**src/rtl/load_store_unit.sv**
```systemverilog
// load_store_unit: multi-cycle load/store sequencer sitting between the
// control unit and DataMemory. Forms the effective byte address, checks it,
// then performs a load, a word store, or a read-modify-write sub-word store.
module load_store_unit #(
  parameter int DATA_W = 32,
  parameter int ADDR_W = 16
) (
  input  logic              clk,
  input  logic              rst_n,
  input  logic              start,
  input  logic              is_store,
  input  logic [1:0]        size,
  input  logic              sign_ext,
  input  logic [31:0]       base,
  input  logic [15:0]       offset,
  input  logic [DATA_W-1:0] store_data,
  input  logic [DATA_W-1:0] read_data,
  output logic [ADDR_W-1:0] data_address,
  output logic              write_en,
  output logic [DATA_W-1:0] write_data,
  output logic [DATA_W-1:0] load_data,
  output logic              busy,
  output logic              done,
  output logic              err
);

  typedef enum logic [2:0] {
    S_IDLE  = 3'd0,
    S_ADDR  = 3'd1,
    S_READ  = 3'd2,
    S_WRITE = 3'd3,
    S_DONE  = 3'd4
  } state_t;

  localparam logic [1:0] SZ_BYTE = 2'b00;
  localparam logic [1:0] SZ_HALF = 2'b01;
  localparam logic [1:0] SZ_WORD = 2'b10;
  localparam logic [1:0] SZ_RSVD = 2'b11;

  state_t              state_q, state_d;
  logic                is_store_q, is_store_d;
  logic [1:0]          size_q, size_d;
  logic                sign_ext_q, sign_ext_d;
  logic [31:0]         base_q, base_d;
  logic [15:0]         offset_q, offset_d;
  logic [DATA_W-1:0]   store_data_q, store_data_d;
  logic [1:0]          lane_q, lane_d;
  logic [ADDR_W-1:0]   data_address_q, data_address_d;
  logic                write_en_q, write_en_d;
  logic [DATA_W-1:0]   write_data_q, write_data_d;
  logic [DATA_W-1:0]   load_data_q, load_data_d;
  logic                err_q, err_d;

  // Datapath helpers
  logic [31:0]         ea_calc;
  logic                addr_err;
  logic [7:0]          byte_lane;
  logic [15:0]         half_lane;
  logic [DATA_W-1:0]   load_ext;
  logic [DATA_W-1:0]   merged;

  // Effective address and the legality check on it
  always_comb begin
    ea_calc  = base_q + {{16{offset_q[15]}}, offset_q};
    addr_err = (size_q == SZ_RSVD)
             | ((size_q == SZ_HALF) & ea_calc[0])
             | ((size_q == SZ_WORD) & (ea_calc[1:0] != 2'b00))
             | (|ea_calc[31:ADDR_W+2]);
  end

  // Lane extraction/extension for loads and lane merge for sub-word stores
  always_comb begin
    byte_lane = read_data[{lane_q, 3'b000} +: 8];
    half_lane = read_data[{lane_q[1], 4'b0000} +: 16];
    case (size_q)
      SZ_BYTE: load_ext = {{(DATA_W-8){sign_ext_q & byte_lane[7]}}, byte_lane};
      SZ_HALF: load_ext = {{(DATA_W-16){sign_ext_q & half_lane[15]}}, half_lane};
      default: load_ext = read_data;
    endcase
    merged = read_data;
    if (size_q == SZ_BYTE) begin
      merged[{lane_q, 3'b000} +: 8] = store_data_q[7:0];
    end else if (size_q == SZ_HALF) begin
      merged[{lane_q[1], 4'b0000} +: 16] = store_data_q[15:0];
    end
  end

  // Next-state and register-update logic for the sequencer
  always_comb begin
    state_d        = state_q;
    is_store_d     = is_store_q;
    size_d         = size_q;
    sign_ext_d     = sign_ext_q;
    base_d         = base_q;
    offset_d       = offset_q;
    store_data_d   = store_data_q;
    lane_d         = lane_q;
    data_address_d = data_address_q;
    write_data_d   = write_data_q;
    load_data_d    = load_data_q;
    err_d          = err_q;

    case (state_q)
      S_IDLE: begin
        if (start) begin
          is_store_d   = is_store;
          size_d       = size;
          sign_ext_d   = sign_ext;
          base_d       = base;
          offset_d     = offset;
          store_data_d = store_data;
          err_d        = 1'b0;
          state_d      = S_ADDR;
        end
      end
      S_ADDR: begin
        lane_d         = ea_calc[1:0];
        data_address_d = ea_calc[ADDR_W+1:2];
        if (addr_err) begin
          err_d   = 1'b1;
          state_d = S_DONE;
        end else if (is_store_q && (size_q == SZ_WORD)) begin
          write_data_d = store_data_q;
          state_d      = S_WRITE;
        end else begin
          state_d = S_READ;
        end
      end
      S_READ: begin
        if (is_store_q) begin
          write_data_d = merged;
          state_d      = S_WRITE;
        end else begin
          load_data_d = load_ext;
          state_d     = S_DONE;
        end
      end
      S_WRITE: state_d = S_DONE;
      S_DONE:  state_d = S_IDLE;
      default: state_d = S_IDLE;
    endcase

    // Strobe is registered so it is high exactly while in WRITE
    write_en_d = (state_d == S_WRITE);
  end

  // State and datapath registers with synchronous active-low reset
  always_ff @(posedge clk) begin
    if (!rst_n) begin
      state_q        <= S_IDLE;
      is_store_q     <= 1'b0;
      size_q         <= 2'b00;
      sign_ext_q     <= 1'b0;
      base_q         <= '0;
      offset_q       <= '0;
      store_data_q   <= '0;
      lane_q         <= 2'b00;
      data_address_q <= '0;
      write_en_q     <= 1'b0;
      write_data_q   <= '0;
      load_data_q    <= '0;
      err_q          <= 1'b0;
    end else begin
      state_q        <= state_d;
      is_store_q     <= is_store_d;
      size_q         <= size_d;
      sign_ext_q     <= sign_ext_d;
      base_q         <= base_d;
      offset_q       <= offset_d;
      store_data_q   <= store_data_d;
      lane_q         <= lane_d;
      data_address_q <= data_address_d;
      write_en_q     <= write_en_d;
      write_data_q   <= write_data_d;
      load_data_q    <= load_data_d;
      err_q          <= err_d;
    end
  end

  // Outputs; the strobe is qualified by rst_n so a reset asserted during
  // the WRITE cycle also suppresses the memory write on that same edge.
  assign data_address = data_address_q;
  assign write_en     = write_en_q & rst_n;
  assign write_data   = write_data_q;
  assign load_data    = load_data_q;
  assign err          = err_q;
  assign done         = (state_q == S_DONE);
  assign busy         = (state_q == S_ADDR) || (state_q == S_READ) || (state_q == S_WRITE);

endmodule

```
**config.mk**
```make
export PLATFORM = sky130hd
export DESIGN_NAME = load_store_unit
export DESIGN_NICKNAME = d
export VERILOG_FILES = /design/src/rtl/load_store_unit.sv
export SDC_FILE = /design/constraint.sdc
export NUM_CORES = 1
export LEC_CHECK = 0
export CORE_UTILIZATION = 52
export CTS_CLUSTER_SIZE = 16
export DETAILED_ROUTE_END_ITERATION = 10
export PLACE_DENSITY = 0.86
export SLEW_MARGIN = 30
export SYNTH_ARGS = -nofsm -noshare
export SYNTH_HDL_FRONTEND = slang
export SYNTH_SLANG_ARGS = --single-unit
```
**constraint.sdc**
```tcl
create_clock -name clk -period 4.6 [get_ports clk]
set_clock_uncertainty 0.1 [all_clocks]
set_input_delay 0.92 -clock clk [delete_from_list [all_inputs] [get_ports clk]]
set_output_delay 0.92 -clock clk [all_outputs]
set_load 0.005 [all_outputs]
```
==> results of run 1 <==
[cell families (layout without fill, tap and decap cells)]
kind of cell / after synthesis / after routing
XOR/XNOR: 19 / 19
AND/OR/NAND/NOR: 442 / 442
flip-flops: 171 / 171
adder cells (fa/ha/maj): 37 / 37
multiplexers: 12 / 12
AO/OA/AOI/OAI: 443 / 443
buffers and inverters: 111 / 279
[final cells by class]
type                       instances  area (um^2)
timing repair buffer             219         2160
clock buffer                      17          425
multi-input combinational        953         5480
clock inverter                    15          179
tap                              225          282
sequential                       171         3420
inverter                          28          108
fill                            1433         5360
[cells in the mapped netlist (10+ instances only)]
cell type / n
a22oi_1: 17
o311ai_0: 10
a31oi_1: 12
clkbuf_1: 65
xnor2_1: 11
ha_1: 36
a21o_1: 18
inv_1: 26
nand4_1: 22
a22o_1: 15
nand2_1: 280
nor2_1: 75
o211ai_1: 12
nand2b_1: 11
a21oi_1: 187
dfxtp_1: 171
o21ai_0: 58
mux2i_1: 11
nor3_1: 10
a211oi_1: 39
[metrics by stage]
step,total power [mW],instance area (um^2)
floorplan,2.02,9340
global placement,2.29,11400
detailed placement,2.30,11400
CTS,3.78,12100
global route,3.93,12100
finish,3.78,12100
[flip-flops by register name (all words and copies together) (netlist names), 2 cells and up]
name and flops:
base_q 32, load_data 32, store_data_q 32, write_data 32
data_address 16, offset_q 16, state_q 3, lane_q 2
size_q 2
[metal layers]
layer | wire, um | part of all wire (%) | GRT usage (%)
met5 | 0 | 0 | 0
met4 | 1070 | 3.4 | 12.3
met2 | 14300 | 46 | 53.6
met1 | 13300 | 42 | 45.4
met3 | 2620 | 8.4 | 8.09
[what timing repair did]
item,in CTS,in global routing
gates resized for setup,0,1
endpoints found under the setup margin,0,1
hold buffers,0,0
buffers inserted,0,0
hold endpoints to repair,0,0
[where the power goes]
group          total, mW  internal [mW]  switching, mW
Sequential          1.61           1.55         0.0643
Combinational      0.677          0.299          0.378
Clock               1.49          0.821          0.670
Total               3.78           2.67           1.11
[critical path, delay by kind of cell, from the launching register on]
kind | cells | cell delay (ps)
compound gates | 5 | 1530
fa+ha+maj | 2 | 560
mux | 1 | 160
buf+inv | 1 | 60
flops | 1 | 340
simple gates | 4 | 1330
[final timing paths]
check	startpoint	end	slack (ps)	depth (start not counted)
min	data_address[11]	data_address[11]	350	2
min reg2reg	data_address[11]	data_address[11]	350	2
max	base_q[0]	write_data[1]	430	13
max reg2reg	base_q[0]	write_data[1]	430	13
==> impl_metrics.yaml, run 1 <==
cells_and_area:
  instances_no_fill: 1628
  layout_common_cells: "nand2_1 (280), clkdlybuf4s50_1 (201), a21oi_1 (187), dfxtp_1 (170), nor2_1 (75)"
  nNetsFinal: 1546
  final_common_cell: "nand2_1"
  diodes: 0
  final_core_util_pct: 69.2
  area_delta_synth_final_pct: 29.1
  drive_gt1_share_pct: 4.56
sta:
  drv_slew: 0
  rsz0062_at_grt: "false"
  tightest_slew_ps: 941
  setup_viol: 0
  setup_slack_ps: 428
  fin_tns_setup_ps: 0
  finalHoldViolCount: 0
  fin_crit_ps: 4170
  whs_ps: 353
  fmax_mhz: 240
  period_share_pct: 90.7
  slew_headroom_pct: 37.2
logic_synthesis:
  ys_seq_area_share_pct: 36.7
  syn_avg_cell_area_um2: 7.56
  synth_top_family_by_area: "compound AO/OA/AOI/OAI gates"
  synth_cell_types: 72
  synth_flop_cell: "dfxtp_1"
  synth_mux_area_share_pct: 1.30
  synth_compound_area_share_pct: 30.1
  synth_xor_xnor_area_share_pct: 1.78
  netlist_area_mm2: 0.00934
  yosys-top-cells-area: "dfxtp_1 (37%), nand2_1 (11%), a21oi_1 (10%), ha_1 (4.8%), a211oi_1 (3.1%)"
  synthCells: 1235
  synth_edf_count: 0
  ys_seq_elements: 171
  synth_top_area_cell: "dfxtp_1"
  synthesis.nets: 1391
  synth_warnings: 0
  async_reset_ff_share_pct: 0
  synthDominantCellAreaShare_pct: 36.7
  yosys.area_share.adder_pct: 5.04
  yosys.area_share.simple_pct: 20.3
route:
  drcViolationCount: 0
  wl_per_cell_um: 19.2
  drt_iter0_drc: 1124
  via_per_inst: 6.17
  ant_nets: 0
  drt-total-wl_um: 31300
  num_vias: 10100
  drt_pass1_iterations: 6
floorplan:
  core-area_mm2: 0.0174
  ioPinCount: 203
  start_util_pct: 53.6
  rows: 48
  dieArea_mm2: 0.0185
  die_y_um: 136
  fp.dieW_um: 136
global_route:
  grt_first_pass_wirelength_um: 49400
  antenna_found_initial: 0
  groute.usage.overall_pct: 34.1
  grt_overflow: 0
  grt_pass1_vias: 9444
  grt_start_max_net_pins: 80
pwr:
  power_density_mw_per_mm2: 314
  total_leakage_power_nw: 4.44
  vdd_ir_drop_max_mv: 0.264
critical_path:
  critical_path_class: "register to register"
  slowest_delay_ps: 560
  crit_path_frequent_cell: "a21o_1"
  arrival_ps: 4410
  crit_fanout: 18
  cp_data_required_time_ps: 4840
  slowest_stage: "or4b_4"
  end_kind: "register"
  crit_chain: "ha_1 > inv_1 > fa_1 > nand2b_1 > a21o_1 > a21o_1 > o311ai_1 > or4bb_1 > mux2i_1 > nand4_1 > or4b_4 > a21o_1 > a211oi_1"
  start_kind: "register"
clock_tree:
  numCtsBuffers: 17
  clock_path_buffers: 2
  clkTransAtPathRegs_ps: 70
  cts_tree: "done"
  htree_levels: 4
  clock-root-buffer: "clkbuf_16"
  cts.sinks: 171
  worstSkewPairLatency_ps: 450
flow_run:
  cap_violations: 0
worst_hold_path:
  hp-class: "register to register"
placement:
  dp_hpwl_um: 22700
  dp_slack_ps: 418
  place.gp.congestion: 0.973
  dp_cells: 1596
  io_buffers: 202
run_status:
  status: "complete, no violations"
Power figures use the tool's default switching activity.
==> run 2, diff against run 1 <==
- CTS_CLUSTER_SIZE: 16 -> not set
==> results of run 2 <==
No change in the layout: final DEF, timing and power equal those of run 1.
